**src/rtl/jam_pkg.sv**
```systemverilog
// Shared definitions for the exhaustive job-assignment engine: FSM state
// encoding, optimisation-mode encodings and a constant-foldable clog2.
package jam_pkg;

  typedef enum logic [2:0] {
    ST_IDLE = 3'd0,
    ST_EVAL = 3'd1,
    ST_ACC  = 3'd2,
    ST_UPD  = 3'd3,
    ST_DONE = 3'd4
  } state_t;

  localparam logic MODE_MIN = 1'b0;
  localparam logic MODE_MAX = 1'b1;

  function automatic int jam_clog2(input int value);
    int r;
    r = 0;
    for (int i = 0; i < 31; i++) begin
      if ((32'sd1 << r) < value) begin
        r = r + 1;
      end
    end
    return r;
  endfunction

endpackage

```
**src/rtl/jam_next_perm.sv**
```systemverilog
// Combinational lexicographic successor of a permutation of 0..N-1, plus a
// flag marking the final (fully descending) permutation.
module jam_next_perm #(
  parameter int N  = 8,
  parameter int IW = 3
) (
  input  logic [N*IW-1:0] perm_i,
  output logic [N*IW-1:0] perm_o,
  output logic            is_last_o
);

  logic [IW-1:0] p_s  [N];
  logic [IW-1:0] sw_s [N];
  logic [IW-1:0] q_s  [N];
  logic          found_s;
  int            piv_s;
  int            succ_s;

  // Pivot search, swap with smallest larger suffix element, suffix reversal
  always_comb begin
    found_s = 1'b0;
    piv_s   = 0;
    succ_s  = 0;
    perm_o  = perm_i;
    for (int i = 0; i < N; i++) begin
      p_s[i] = perm_i[i*IW +: IW];
    end
    for (int i = N - 2; i >= 0; i--) begin
      if (!found_s && (p_s[i] < p_s[i+1])) begin
        found_s = 1'b1;
        piv_s   = i;
      end else begin
        found_s = found_s;
      end
    end
    // The suffix is descending, so the rightmost larger element is the smallest one
    for (int j = 0; j < N; j++) begin
      if (found_s && (j > piv_s) && (p_s[j] > p_s[piv_s])) begin
        succ_s = j;
      end else begin
        succ_s = succ_s;
      end
    end
    for (int j = 0; j < N; j++) begin
      sw_s[j] = p_s[j];
    end
    sw_s[piv_s]  = p_s[succ_s];
    sw_s[succ_s] = p_s[piv_s];
    for (int j = 0; j < N; j++) begin
      if (j > piv_s) begin
        q_s[j] = sw_s[N + piv_s - j];
      end else begin
        q_s[j] = sw_s[j];
      end
    end
    if (found_s) begin
      for (int j = 0; j < N; j++) begin
        perm_o[j*IW +: IW] = q_s[j];
      end
    end else begin
      perm_o = perm_i;
    end
    is_last_o = !found_s;
  end

endmodule

```
**src/rtl/jam_param.sv**
```systemverilog
// START-triggered exhaustive N-worker/N-job assignment engine: walks all N!
// permutations in lexicographic order and keeps the min- or max-cost result.
module jam_param
  import jam_pkg::*;
#(
  parameter  int N   = 8,
  parameter  int CW  = 7,
  parameter  int MCW = 16,
  localparam int IW  = (jam_clog2(N) > 1) ? jam_clog2(N) : 1,
  localparam int SW  = CW + jam_clog2(N + 1)
) (
  input  logic            CLK,
  input  logic            RST_N,
  input  logic            START,
  input  logic            MODE,
  output logic            BUSY,
  output logic [IW-1:0]   W,
  output logic [IW-1:0]   J,
  input  logic [CW-1:0]   COST,
  output logic [SW-1:0]   BEST_COST,
  output logic [MCW-1:0]  MATCH_COUNT,
  output logic [N*IW-1:0] BEST_PERM,
  output logic            VALID
);

  state_t          state_q, state_d;
  logic            mode_q, mode_d;
  logic            first_q, first_d;
  logic [IW-1:0]   k_q, k_d;
  logic [N*IW-1:0] perm_q, perm_d;
  logic [SW-1:0]   sum_q, sum_d;
  logic [IW-1:0]   w_q, w_d;
  logic [IW-1:0]   j_q, j_d;
  logic            busy_q, busy_d;
  logic            valid_q, valid_d;
  logic [SW-1:0]   best_cost_q, best_cost_d;
  logic [MCW-1:0]  match_q, match_d;
  logic [N*IW-1:0] best_perm_q, best_perm_d;

  logic [N*IW-1:0] ident_s;
  logic [N*IW-1:0] next_perm_s;
  logic            is_last_s;
  logic            better_s;

  jam_next_perm #(
    .N  (N),
    .IW (IW)
  ) u_next_perm (
    .perm_i    (perm_q),
    .perm_o    (next_perm_s),
    .is_last_o (is_last_s)
  );

  // Identity permutation loaded at the start of every run
  always_comb begin
    ident_s = '0;
    for (int w = 0; w < N; w++) begin
      ident_s[w*IW +: IW] = IW'(w);
    end
  end

  // FSM, W/J issue, accumulation and result update
  always_comb begin
    state_d     = state_q;
    mode_d      = mode_q;
    first_d     = first_q;
    k_d         = k_q;
    perm_d      = perm_q;
    sum_d       = sum_q;
    w_d         = w_q;
    j_d         = j_q;
    busy_d      = busy_q;
    valid_d     = 1'b0;
    best_cost_d = best_cost_q;
    match_d     = match_q;
    best_perm_d = best_perm_q;
    if (mode_q == MODE_MAX) begin
      better_s = (sum_q > best_cost_q);
    end else begin
      better_s = (sum_q < best_cost_q);
    end

    case (state_q)
      ST_IDLE: begin
        if (START) begin
          mode_d  = MODE;
          perm_d  = ident_s;
          sum_d   = '0;
          k_d     = '0;
          w_d     = '0;
          j_d     = ident_s[IW-1:0];
          first_d = 1'b1;
          busy_d  = 1'b1;
          state_d = ST_EVAL;
        end else begin
          state_d = ST_IDLE;
        end
      end
      ST_EVAL: begin
        // COST seen in the first EVAL cycle still belongs to the previous lookup
        if (k_q != '0) begin
          sum_d = sum_q + SW'(COST);
        end else begin
          sum_d = sum_q;
        end
        if (k_q == IW'(N - 1)) begin
          w_d     = '0;
          j_d     = '0;
          state_d = ST_ACC;
        end else begin
          k_d = k_q + IW'(1);
          w_d = k_q + IW'(1);
          j_d = perm_q[IW*(int'(k_q) + 1) +: IW];
        end
      end
      ST_ACC: begin
        sum_d   = sum_q + SW'(COST);
        state_d = ST_UPD;
      end
      ST_UPD: begin
        if (first_q || better_s) begin
          best_cost_d = sum_q;
          match_d     = MCW'(1);
          best_perm_d = perm_q;
        end else if (sum_q == best_cost_q) begin
          if (match_q != {MCW{1'b1}}) begin
            match_d = match_q + MCW'(1);
          end else begin
            match_d = match_q;
          end
        end else begin
          match_d = match_q;
        end
        first_d = 1'b0;
        if (is_last_s) begin
          valid_d = 1'b1;
          state_d = ST_DONE;
        end else begin
          perm_d  = next_perm_s;
          sum_d   = '0;
          k_d     = '0;
          w_d     = '0;
          j_d     = next_perm_s[IW-1:0];
          state_d = ST_EVAL;
        end
      end
      ST_DONE: begin
        busy_d  = 1'b0;
        state_d = ST_IDLE;
      end
      default: begin
        busy_d  = 1'b0;
        state_d = ST_IDLE;
      end
    endcase
  end

  // State and output registers
  always_ff @(posedge CLK or negedge RST_N) begin
    if (!RST_N) begin
      state_q     <= ST_IDLE;
      mode_q      <= MODE_MIN;
      first_q     <= 1'b0;
      k_q         <= '0;
      perm_q      <= '0;
      sum_q       <= '0;
      w_q         <= '0;
      j_q         <= '0;
      busy_q      <= 1'b0;
      valid_q     <= 1'b0;
      best_cost_q <= '0;
      match_q     <= '0;
      best_perm_q <= '0;
    end else begin
      state_q     <= state_d;
      mode_q      <= mode_d;
      first_q     <= first_d;
      k_q         <= k_d;
      perm_q      <= perm_d;
      sum_q       <= sum_d;
      w_q         <= w_d;
      j_q         <= j_d;
      busy_q      <= busy_d;
      valid_q     <= valid_d;
      best_cost_q <= best_cost_d;
      match_q     <= match_d;
      best_perm_q <= best_perm_d;
    end
  end

  assign BUSY        = busy_q;
  assign VALID       = valid_q;
  assign W           = w_q;
  assign J           = j_q;
  assign BEST_COST   = best_cost_q;
  assign MATCH_COUNT = match_q;
  assign BEST_PERM   = best_perm_q;

endmodule

```
**config.mk**
```make
export PLATFORM = sky130hd
export DESIGN_NAME = jam_param
export DESIGN_NICKNAME = d
export VERILOG_FILES = /design/src/rtl/jam_pkg.sv /design/src/rtl/jam_next_perm.sv /design/src/rtl/jam_param.sv
export SDC_FILE = /design/constraint.sdc
export NUM_CORES = 1
export LEC_CHECK = 0
export BUFFER_PORTS_ARGS = -buffer_cell sky130_fd_sc_hd__buf_2
export CAP_MARGIN = 20
export CORE_MARGIN = 5
export CORE_UTILIZATION = 54
export CTS_BUF_LIST = sky130_fd_sc_hd__clkbuf_4 sky130_fd_sc_hd__clkbuf_8
export DETAILED_ROUTE_END_ITERATION = 10
export GPL_TIMING_DRIVEN = 0
export PLACE_DENSITY = 0.73
export SYNTH_ARGS = -nofsm -noshare
export SYNTH_HDL_FRONTEND = slang
export SYNTH_HIERARCHICAL = 1
export SYNTH_SLANG_ARGS = --single-unit
export TNS_END_PERCENT = 20
```
**constraint.sdc**
```tcl
create_clock -name CLK -period 8.39 [get_ports CLK]
set_input_delay 2.517 -clock CLK [delete_from_list [all_inputs] [get_ports CLK]]
set_output_delay 2.517 -clock CLK [all_outputs]
set_load 0.1 [all_outputs]
```
* Yosys cells after proc, flatten, opt, wreduce, memory -nomap -nowiden
Index checks and enable logic that the tools add are counted.
** Word-level totals
- Register bits :: 102
- Bits of input ports :: 11
- Output and inout bits :: 59
- Word-level logic and storage cells :: 225
** Operators by class
- $add $sub $neg :: 12
- Multipliers :: 1
- $lt $le $gt $ge :: 36
- Equal/unequal tests :: 11
- Shifts and indexed selects :: 1
- Mux-type cells :: 94
- Bitwise logic cells :: 11
- Reduce and logical (&&, ||, !) cells :: 46
** Operators with widths (count)
- $ge A32 B4 Y1 const B :: 10
- $not A32 Y32 :: 9
- $mux W32 :: 6
- $mux W3 :: 43
- $gt A4 B32 Y1 const A :: 4
- $sub A32 B4 Y32 const B :: 4
- $bmux W3 S3 :: 10
- $gt A3 B32 Y1 const A :: 2
- $lt A32 B1 Y1 const B :: 2
- $sub A32 B3 Y32 const B :: 2
- $bwmux W24 :: 2
- $mux W16 :: 3
- $mux W24 :: 2
- $pmux W24 S2 :: 1
- $pmux W11 S4 :: 1
- $mux W11 :: 3
- $add A5 B32 Y32 const A :: 1
- $gt A1 B32 Y1 const A :: 1
- $gt A2 B32 Y1 const A :: 1
- $not A3 Y32 :: 1
- $sub A32 B2 Y32 const B :: 1
- $pmux W3 S3 :: 3
- $shiftx A24 B7 Y3 :: 1
- $logic_and A1 B1 Y1 :: 22
- other kinds (32) :: 77

* Longest topological paths before layout
Gate-level depths: netlist of run 1.
- Word-level depth :: 45
- Mapped depth :: 28
- Gate-level depth less buffers :: 25

* Cells and area by module
The synthesis of run 1 kept the hierarchy.
** By module, submodules not included
- jam_param :: instances 1, cells an instance 449, area each 5159.9 µm², seq. area each 2552.4 µm²
- jam_next_perm :: instances 1, cells an instance 631, area each 4255.3 µm², seq. area each 0.0 µm²

* Worst setup path after synthesis of run 1
No wires, ideal clock.
- Kind :: register to register
- From :: register perm_q[17]
- To :: register j_q[0], in the netlist J[0]
- Setup time :: 0.122 ns
- Arrival time :: 5.741 ns
- Required time :: 8.268 ns
- Slack :: 2.527 ns
- Stages on the path, launching flop included :: 27
- Path through :: dfrtp_1 > ha_1 > a21oi_1 > o21ai_4 > a21oi_4 > nand2_4 > clkinv_4 > clkbuf_1 > clkbuf_1 > buf_1 > ha_1 > ha_1 > a311oi_2 > and2_1 > clkbuf_1 > or2_2 > a221o_1 > and3_4 > buf_12 > nor3_1 > o21ai_1 > a221oi_2 > nor4_2 > a2111oi_2 > o21ai_1 > a22o_1 > a22o_1
** On the way
- Longest elaborated chain between the ends :: 43
- Elaborated cells on any way between the ends :: 93
** Ends and longest elaborated chain
- start: declaration :: line jam_param.sv:30 : logic [N*IW-1:0] perm_q, perm_d;
- start signal: assignment :: line jam_param.sv:179 : perm_q <= perm_d;
- $lt A3 B3 Y1 :: line jam_next_perm.sv:29 : if (!found_s && (p_s[i] < p_s[i+1])) begin
- $logic_and A1 B1 Y1 :: line jam_next_perm.sv:29
- $mux W1 :: line jam_next_perm.sv:29
- $logic_not A1 Y1 :: line jam_next_perm.sv:29
- $logic_and A1 B1 Y1 :: line jam_next_perm.sv:29
- $mux W1 :: line jam_next_perm.sv:29
- $logic_not A1 Y1 :: line jam_next_perm.sv:29
- $logic_and A1 B1 Y1 :: line jam_next_perm.sv:29
- (+27 left out)
- $demux W3 S3 / $bwmux W24 (equally long branches) :: line jam_next_perm.sv:48, jam_next_perm.sv:47
- $bwmux W24 :: line jam_next_perm.sv:48 : sw_s[succ_s] = p_s[piv_s];
- $bmux W3 S3 :: line jam_next_perm.sv:51 : q_s[j] = sw_s[N + piv_s - j];
- $mux W3 (implied by the code) (2 in series) :: line jam_next_perm.sv:51
- $mux W3 (*) :: line jam_next_perm.sv:50 : if (j > piv_s) begin
- net next_perm_s[0] :: line jam_param.sv:41 : logic [N*IW-1:0] next_perm_s;
- $mux W3 (*) :: line jam_param.sv:135 : if (is_last_s) begin
- $pmux W3 S3 (*) :: line jam_param.sv:83 : case (state_q)
- end signal: assignment :: line jam_param.sv:182 : j_q <= j_d;
- end: declaration :: line jam_param.sv:33 : logic [IW-1:0] j_q, j_d;
The timed path passes the listed nets; every way through them passes the cells marked *. The select of a mux whose other input is x is not followed.
A chain may end at the register's enable or synchronous reset.

* Final worst setup path of run 1
- From :: register perm_q[11]
- To :: register j_q[2], in the netlist J[2]
** On the way
- Longest elaborated chain between the ends :: 37
- Elaborated cells on any way between the ends :: 85
** Ends and longest elaborated chain (line)
- $lt A3 B3 Y1 :: jam_next_perm.sv:29
- $logic_and A1 B1 Y1 :: jam_next_perm.sv:29
- $mux W1 :: jam_next_perm.sv:29
- $logic_not A1 Y1 :: jam_next_perm.sv:29
- $logic_and A1 B1 Y1 :: jam_next_perm.sv:29
- $mux W1 :: jam_next_perm.sv:29
- $logic_not A1 Y1 :: jam_next_perm.sv:29
- $logic_and A1 B1 Y1 :: jam_next_perm.sv:29
- (+21 left out)
- $demux W3 S3 / $bwmux W24 (equally long branches) :: jam_next_perm.sv:48, jam_next_perm.sv:47
- $bwmux W24 :: jam_next_perm.sv:48
- $bmux W3 S3 :: jam_next_perm.sv:51
- $mux W3 (implied by the code) (2 in series) :: jam_next_perm.sv:51
- $mux W3 (*) :: jam_next_perm.sv:50
- net next_perm_s[2] :: jam_param.sv:41
- $mux W3 (*) :: jam_param.sv:135
- $pmux W3 S3 (*) :: jam_param.sv:83
Marks and branches as above.

==> qor.txt, run 1 <==
Port-buffer cells: 69
Worst Hold Launch: BEST_PERM[23]
TritonCTS Sinks: 102
Worst reg-to-reg path cell count: 25
Via density: 6.63
Die area: 20,200 µm²
Hpwl dp: 24,300 µm
Pin count of the biggest net entering global routing: 72
Final period utilization: 0.974
Synth Instances: 1,080
Pre-antenna DRT Iters: 7
Clock Skews: 0.0145 ns
CP arrival: 8.45 ns
Die Ht: 142 µm
Status: finished clean
Synthesized net count: 1,160
Chip Width: 142 µm
Iter 0 DRT Violations: 974
First-pass GRT wire length: 49,500 µm
CTS resizes: 0
Worst Setup Path Type: reg2reg
DR vias: 9,216
Number of flops mapped to enable cells by yosys: 0
WHS Path Cells: 1
Clock Latency Late Sink: 0.38 ns
Dominant synthesized flop cell: dfrtp_1
# setup viols final: 0
Hold slack: 0.500 ns
R2R setup slack: 0.22 ns
CTS clk-pin slew, worst paths: 0.10 ns
Multi-input gate area in the final layout: 6350 µm²
WP data required: 8.67 ns
Slew @ Worst Pin: 0.965 ns
Ant diodes: 0
Warning count from the yosys run: 6
ANT nets after route: 0
Initial Util: 0.548
F_max: 0.122 GHz
Post-CTS setup repair buffer count: 0
Fin Setup TNS: 0 ns
Final WS setup: 0.216 ns
Hold WC Path Type: reg2reg
Seq/Total Area, Yosys: 0.271
Crit end category: flop
Post-synthesis cell type count: 106
Worst-case clock buffer depth: 2
Register area: 2550 µm²
Startpoint Class: flop
Final GP Congestion: 1.05
Nets: 1,241
CP Max Fanout: 12
Worst Hold Path EP: BEST_PERM[23]
#FFs+latches synth: 102
Reg-to-reg critical path endpoint: J[2]
Row cnt: 48
Number of global-route vias before repair: 8,762
DRC: 0
Fill count: 1,595
GR Overflow Total: 0
Slew headroom: 0.351
Max-cap violations: 0
Initial antenna violation count: 0
Min Tclk post-route: 8.17 ns
RR Startpoint: perm_q[11]
TritonCTS clock tree: yes
Area of the core: 17,200 µm²
RSZ-0062 raised after global routing: false
Io pins: 70
Final hold vios: 0
Global-route usage over all layers: 0.311
Wirelength per Cell: 23.1 µm
Hold Buf Count CTS: 0
Fraction of layout cells with a size suffix above 1: 0.177
H-tree depth reported by CTS: 3
Root buf cell: clkbuf_8
Average cell area after synthesis: 8.72 µm²
Ys async rst share: 1.00
Area grow syn2layout: 9.24%
Post-Syn Area: 9420 µm²
Max Slew Vio Count: 0
Routed WL: 32,100 µm
Pre-CTS setup slack: 0.605 ns
Inserted Clock Buffers: 9
==> cell usage in the layout (no fill, tap or decap), drive strengths merged, types with 6 or more instances in the layout <==
master,count
nor3b,7
a22o,20
nand2,109
or3,6
o211ai,10
a31oi,21
buf,90
nand4,6
o221ai,6
nand3,24
o31ai,11
nand2b,6
clkbuf,45
nor2b,13
a22oi,9
mux2i,23
a21oi,71
nor3,34
mux2,43
a221o,6
o22a,16
a21o,12
a311oi,6
o22ai,14
and3,11
xnor2,9
a21boi,7
o21ai,94
nor2,72
inv,61
ha,68
dfrtp,102
and2,16
o21a,10
a211oi,26
nor4,7
==> metrics by stage <==
stage / std cells / cell area, µm² / util
after floorplan: 1080 / 9420 / -
after global placement: 1374 / 10000 / 0.585
after detailed placement: 1375 / 10100 / 0.586
after CTS: 1391 / 10300 / 0.599
after global routing: 1391 / 10300 / 0.599
final: 1391 / 10300 / 0.599
==> worst max-delay path: stages (launching register included) <==
cell and delay, ns:
dfrtp_1 0.74, inv_1 0.22, ha_1 0.35, nand2_1 0.08
o21a_1 0.22, o211ai_4 0.33, nand2_4 0.13, clkinv_4 0.09
clkbuf_1 0.45, clkbuf_1 0.55, buf_1 0.54, ha_1 0.31
ha_1 0.32, a311oi_2 0.11, a21oi_2 0.47, a21boi_1 0.57
o22ai_4 0.23, nand2b_1 0.31, nor2_1 0.40, a21oi_1 0.19
a311oi_1 0.41, nor2_1 0.08, o2bb2ai_1 0.27, a21oi_1 0.20
a22o_1 0.27, a22o_1 0.19
==> cells by family after synthesis <==
| kind of cell | synth area share |
|---|---|
| AO/OA/AOI/OAI | 0.301 |
| XOR/XNOR | 0.0102 |
| adder cells (fa/ha/maj) | 0.0925 |
| buffers and inverters | 0.0542 |
| flip-flops | 0.271 |
| multiplexers | 0.0985 |
| AND/OR/NAND/NOR | 0.173 |
==> how the worst max path moves through the flow <==
stage               start    to  cells after the start
2_1_floorplan  perm_q[17]  J[0]                     26
3_3_place_gp   perm_q[11]  J[1]                     27
3_5_place_dp   perm_q[11]  J[1]                     27
4_1_cts        perm_q[11]  J[1]                     27
5_1_grt        perm_q[11]  J[2]                     25
6_report       perm_q[11]  J[2]                     25
==> area by class of cell <==
type	count	share of cell area
plain buffers	55	0.0273
clock buffers	10	0.0134
clock inverters	6	0.00730
inverters	60	0.0224
multi-input cells	863	0.618
flip-flops and latches	102	0.248
well taps	225	0.0274
repair buffers	70	0.0365
==> routing by layer <==
metal  routed length, µm  track usage  vias to the layer above
li1                    -            -                     4226
met1               12600        0.382                     4386
met2               15100        0.530                      497
met3                2570       0.0430                      107
met4                1810        0.168                        0
met5                   0            0                        -
==> synth_stat cells (11+ instances only) <==
cell type	number	area (µm²)
a21o_1	12	90.1
nor2b_1	11	68.8
mux2i_1	21	210
nor3_1	33	165
mux2_4	20	300
ha_1	68	851
a211oi_1	21	158
inv_1	54	203
mux2_2	15	169
nand2_1	105	394
clkbuf_1	35	131
o22ai_1	12	75.1
o21ai_0	71	355
a22o_1	20	175
a31oi_1	21	131
and2_1	16	100
nand3_1	23	115
o21ai_1	17	85.1
a21oi_1	65	325
o22a_1	16	140
dfrtp_1	102	2550
nor2_1	70	263
==> sequential cells by signal, indices dropped and copies added, names as in the netlist, 3 cells and up <==
name and flops:
k_q 3, BEST_COST 11, perm_q 24, W 3, sum_q 11, J 3
MATCH_COUNT 16, state_q 3, BEST_PERM 24
Power of run 1 is not shown: default switching activity piles up to over one toggle a cycle in this logic, so the estimate is an artifact.
==> inputs of run 2 (changes only) <==
- BUFFER_PORTS_ARGS: -buffer_cell sky130_fd_sc_hd__buf_2 -> -buffer_cell sky130_fd_sc_hd__buf_4
- SKIP_LAST_GASP: unset -> 1
==> run 2 against run 1 <==
Effect of this change:
- die area stayed put
- critical path type unchanged
- highest routed layer unchanged
- non-clock buffer count stayed put
- cell area rose by 1.3%
- critical endpoint is now J[0]
- worst setup slack better by 0.067 ns
- fmax up 0.83%
- largest cell class unchanged
==> qor.txt, run 2 (synthesis results as in run 1) <==
H-tree depth reported by CTS: 3 (unchanged)
WP data required: 8.66 ns (about the same)
First-pass GRT wire length: 49,200 µm (-0.71%)
Worst-case clock buffer depth: 2 (unchanged)
Pre-antenna DRT Iters: 5 (-2)
Port-buffer cells: 69 (unchanged)
Global-route usage over all layers: 0.311 (about the same)
CP arrival: 8.38 ns (-0.07 ns)
TritonCTS Sinks: 102 (unchanged)
Hold Buf Count CTS: 0 (unchanged)
Slowest cell on the critical path: dfrtp_1
DRC: 0 (unchanged)
Io pins: 70 (unchanged)
Inserted Clock Buffers: 9 (unchanged)
Min Tclk post-route: 8.11 ns (-0.0671 ns)
Clock Latency Late Sink: 0.38 ns (about the same)
Final period utilization: 0.966 (-0.00800)
Iter 0 DRT Violations: 951 (-2.4%)
Max-cap violations: 0 (unchanged)
ANT nets after route: 0 (unchanged)
WHS Path Cells: 1 (unchanged)
Wirelength per Cell: 23.0 µm (-0.24%)
TritonCTS clock tree: yes
Slew headroom: 0.392 (+0.0409)
Row cnt: 48 (unchanged)
Area grow syn2layout: 10.7%
Ant diodes: 0 (unchanged)
Hold WC Path Type: reg2reg
Fill count: 1,625 (+1.9%)
Initial Util: 0.548 (unchanged)
Number of global-route vias before repair: 8,787 (+0.29%)
Routed WL: 32,000 µm (-0.24%)
Chip Width: 142 µm (unchanged)
Buf+Inv Stages, Crit Path: 7 (+2)
Crit end category: flop
Initial antenna violation count: 0 (unchanged)
Slew @ Worst Pin: 0.904 ns (-0.0608 ns)
Die Ht: 142 µm (unchanged)
Fin Setup TNS: 0 ns (unchanged)
Most frequent cells in the layout: 105 x nand2_1, 102 x dfrtp_1, 72 x buf_4
Worst path max stage delay: 0.80 ns (+0.06 ns)
Final GP Congestion: 0.998 (-4.5%)
Startpoint Class: flop
Worst reg-to-reg path cell count: 27 (+8.0%)
CTS clk-pin slew, worst paths: 0.10 ns (about the same)
GR Overflow Total: 0 (unchanged)
Clock Skews: 0.0131 ns (-0.00139 ns)
R2R setup slack: 0.28 ns (+0.07 ns)
RSZ-0062 raised after global routing: false
Nets: 1,241 (unchanged)
CP top delay family: compound AO/OA/AOI/OAI gates
Area of the core: 17,200 µm² (unchanged)
Post-CTS setup repair buffer count: 0 (unchanged)
Final hold vios: 0 (unchanged)
Hpwl dp: 24,200 µm (-0.31%)
Max Slew Vio Count: 0 (unchanged)
DR vias: 9,276 (+0.65%)
Status: finished clean
CP Depth: 27 (+8.0%)
Worst Setup Path Type: reg2reg
Root buf cell: clkbuf_8
Via density: 6.67 (+0.65%)
Die area: 20,200 µm² (unchanged)
CTS resizes: 0 (unchanged)
CP Max Fanout: 12 (unchanged)
Pin count of the biggest net entering global routing: 63 (-13%)
Fraction of layout cells with a size suffix above 1: 0.177 (unchanged)
# setup viols final: 0 (unchanged)
F_max: 0.123 GHz (+0.83%)
Most common cell after layout, fill and taps aside: nand2_1
-- run 2: final cells by class --
type	count	area, µm²	area share
Inverter	60	230	0.0221
Buffer	55	280	0.0269
Multi-Input combinational cell	863	6350	0.609
Sequential cell	102	2550	0.245
Tap cell	225	282	0.0270
Clock buffer	9	124	0.0119
Timing Repair Buffer	70	546	0.0523
Clock inverter	7	57.6	0.00552
-- run 2: final timing paths --
path                             from             to
max in group asynchronous       RST_N   BEST_PERM[0]
min in group asynchronous       RST_N  BEST_PERM[14]
min reg2reg                state_q[2]           BUSY
max                        perm_q[11]           J[0]
max reg2reg                perm_q[11]           J[0]
min                        state_q[2]           BUSY
-- run 2: through the flow --
step	setup WS (ns)	cells	instance area, µm²	utilization	hold slack [ns]
2_1_floorplan	2.53	1080	9420	-	0.451
3_3_place_gp	0.574	1374	10200	0.595	0.489
3_5_place_dp	0.561	1375	10200	0.596	0.491
4_1_cts	0.540	1391	10400	0.607	0.512
5_1_grt	0.0894	1391	10400	0.607	0.535
6_report	0.283	1391	10400	0.607	0.512
-- run 2: metal layers --
metal,up-vias,track usage,part of all wire
met1,4443,0.383,0.40
li1,4257,-,-
met2,461,0.526,0.48
met3,115,0.0457,0.072
met4,0,0.169,0.057
met5,-,0,0
-- run 2: worst reg2reg max path: stages (launching register included) --
cell	delay, ns
dfrtp_1	0.80
inv_1	0.27
ha_1	0.37
nand2_1	0.08
o21a_1	0.21
o211ai_4	0.32
nand2_4	0.13
clkinv_4	0.09
clkbuf_1	0.46
clkbuf_1	0.48
buf_1	0.51
ha_1	0.32
ha_1	0.34
a311oi_2	0.12
and2_1	0.19
clkbuf_1	0.22
or2_2	0.34
a221o_1	0.29
and3_4	0.20
buf_12	0.15
nand3_1	0.25
nand2_2	0.24
a221oi_2	0.55
nor4_2	0.13
a2111oi_2	0.30
o21ai_1	0.19
a22o_1	0.25
a22o_1	0.19
Power of run 2 is left out for the same reason.
==> inputs of run 3 (changes only) <==
- BUFFER_PORTS_ARGS: -buffer_cell sky130_fd_sc_hd__buf_4 -> unset
- DONT_BUFFER_PORTS: unset -> 1
- PLACE_DENSITY: 0.73 -> 0.69
==> run 3 against run 2 <==
Effect of this change:
- core utilization shrank 3.1 points
- cell area shrank 5.2%
- cell count shrank 5.0%
- critical path depth is the same
==> qor.txt, run 3 (synthesis results as in run 1) <==
CTS clk-pin slew, worst paths: 0.11 ns (about the same)
Row cnt: 48 (unchanged)
DRC: 0 (unchanged)
Inserted Clock Buffers: 9 (unchanged)
Chip Width: 142 µm (unchanged)
DR vias: 8,920 (-3.8%)
RSZ-0062 raised after global routing: false
CTS resizes: 0 (unchanged)
Hold WC Path Type: reg2reg
Wirelength per Cell: 23.2 µm (+0.87%)
Most frequent cells in the layout: 105 x nand2_1, 101 x dfrtp_1, 71 x o21ai_0
Die area: 20,200 µm² (unchanged)
Max Slew Vio Count: 0 (unchanged)
Pre-antenna DRT Iters: 6 (+1)
Worst Setup Path Type: reg2reg
First-pass GRT wire length: 47,600 µm (-3.2%)
Fill count: 1,623 (-0.12%)
Area grow syn2layout: 4.98%
Clock Latency Late Sink: 0.40 ns (+0.02 ns)
Max-cap violations: 0 (unchanged)
Iter 0 DRT Violations: 1,070 (+13%)
Initial Util: 0.548 (unchanged)
Final GP Congestion: 1.10 (+10%)
Hpwl dp: 22,900 µm (-5.4%)
Number of global-route vias before repair: 8,362 (-4.8%)
Die Ht: 142 µm (unchanged)
Slew headroom: 0.292 (-0.0992)
Startpoint Class: flop
Min Tclk post-route: 7.87 ns (-0.241 ns)
Pin count of the biggest net entering global routing: 103 (+63%)
WP data required: 8.67 ns (about the same)
Hold Buf Count CTS: 0 (unchanged)
Root buf cell: clkbuf_8
F_max: 0.127 GHz (+3.1%)
Ant diodes: 0 (unchanged)
ANT nets after route: 0 (unchanged)
CP arrival: 8.15 ns (-0.23 ns)
Io pins: 70 (unchanged)
Initial antenna violation count: 0 (unchanged)
Status: finished clean
TritonCTS clock tree: yes
GR Overflow Total: 0 (unchanged)
Area of the core: 17,200 µm² (unchanged)
Crit end category: flop
Slew @ Worst Pin: 1.05 ns (+0.147 ns)
Fin Setup TNS: 0 ns (unchanged)
CP Max Fanout: 11 (-1)
Post-CTS setup repair buffer count: 0 (unchanged)
Final hold vios: 0 (unchanged)
Clock Skews: 0.0130 ns (-0.000165 ns)
Final period utilization: 0.938 (-0.0287)
Global-route usage over all layers: 0.301 (-0.0105)
TritonCTS Sinks: 102 (unchanged)
# setup viols final: 0 (unchanged)
Via density: 6.75 (+1.3%)
Port-buffer cells: 0 (-100%)
Most common cell after layout, fill and taps aside: nand2_1
Fraction of layout cells with a size suffix above 1: 0.125 (-0.0517)
Nets: 1,171 (-5.6%)
Worst-case clock buffer depth: 2 (unchanged)
Routed WL: 30,700 µm (-4.2%)
H-tree depth reported by CTS: 3 (unchanged)
## run 3: cell count changes in the layout (fill, tap and decap cells not counted)
| cell | change |
|---|---|
| inv_8 | +1 |
| dfrtp_1 | -1 |
| clkinvlp_4 | -2 |
| inv_6 | +1 |
| dfrtp_2 | +1 |
| buf_16 | -1 |
| buf_4 | -69 |
## run 3: metrics by stage
stage           util  worst slack (ns)  cell area [µm²]  instances  hold slack, ns
3_5_place_dp   0.565             0.553             9700       1305           0.500
4_1_cts        0.575             0.505             9880       1321           0.516
6_report       0.575             0.524             9880       1321           0.517
2_1_floorplan      -              2.53             9420       1080           0.451
3_3_place_gp   0.565             0.665             9700       1305           0.494
5_1_grt        0.575             0.140             9880       1321           0.538
## run 3: final timing paths
path / depth (start not counted) / start / end / slack [ns]
max in group asynchronous: 0 / RST_N / perm_q[11] / 6.42
min in group asynchronous: 0 / RST_N / BEST_PERM[18] / 1.80
worst max register to register: 27 / perm_q[17] / J[0] / 0.52
worst max-delay path: 27 / perm_q[17] / J[0] / 0.52
worst min register to register: 2 / first_q / first_q / 0.52
worst min-delay path: 2 / first_q / first_q / 0.52
## run 3: critical path, stage by stage, from the launching register on
cell,delay (ns)
dfrtp_1,0.75
inv_1,0.19
ha_1,0.36
a21o_1,0.14
a31oi_1,0.08
a21oi_4,0.36
nand2_4,0.13
clkinv_4,0.09
clkbuf_1,0.42
clkbuf_1,0.50
buf_1,0.52
ha_1,0.32
ha_1,0.34
a311oi_2,0.11
and2_1,0.19
clkbuf_1,0.21
or2_2,0.34
a221o_1,0.28
and3_4,0.19
buf_12,0.14
nand3_1,0.22
nand2_2,0.23
a221oi_2,0.57
nor4_2,0.13
a2111oi_2,0.31
o21ai_1,0.18
a22o_1,0.24
a22o_1,0.19
## run 3: cell type report
cell class / count / area, µm² / area share
Clock buffer: 9 / 124 / 0.0125
Inverter: 60 / 230 / 0.0233
Tap cell: 225 / 282 / 0.0285
Sequential cell: 102 / 2550 / 0.258
Multi-Input combinational cell: 863 / 6350 / 0.643
Buffer: 55 / 280 / 0.0284
Clock inverter: 7 / 62.6 / 0.00633
## run 3: per-layer routing
metal / up-vias / track usage / share of wire
met1: 4193 / 0.374 / 0.39
met2: 511 / 0.497 / 0.46
li1: 4099 / - / -
met5: - / 0 / 0
met3: 117 / 0.0504 / 0.086
met4: 0 / 0.167 / 0.058
Power of run 3 is left out for the same reason.
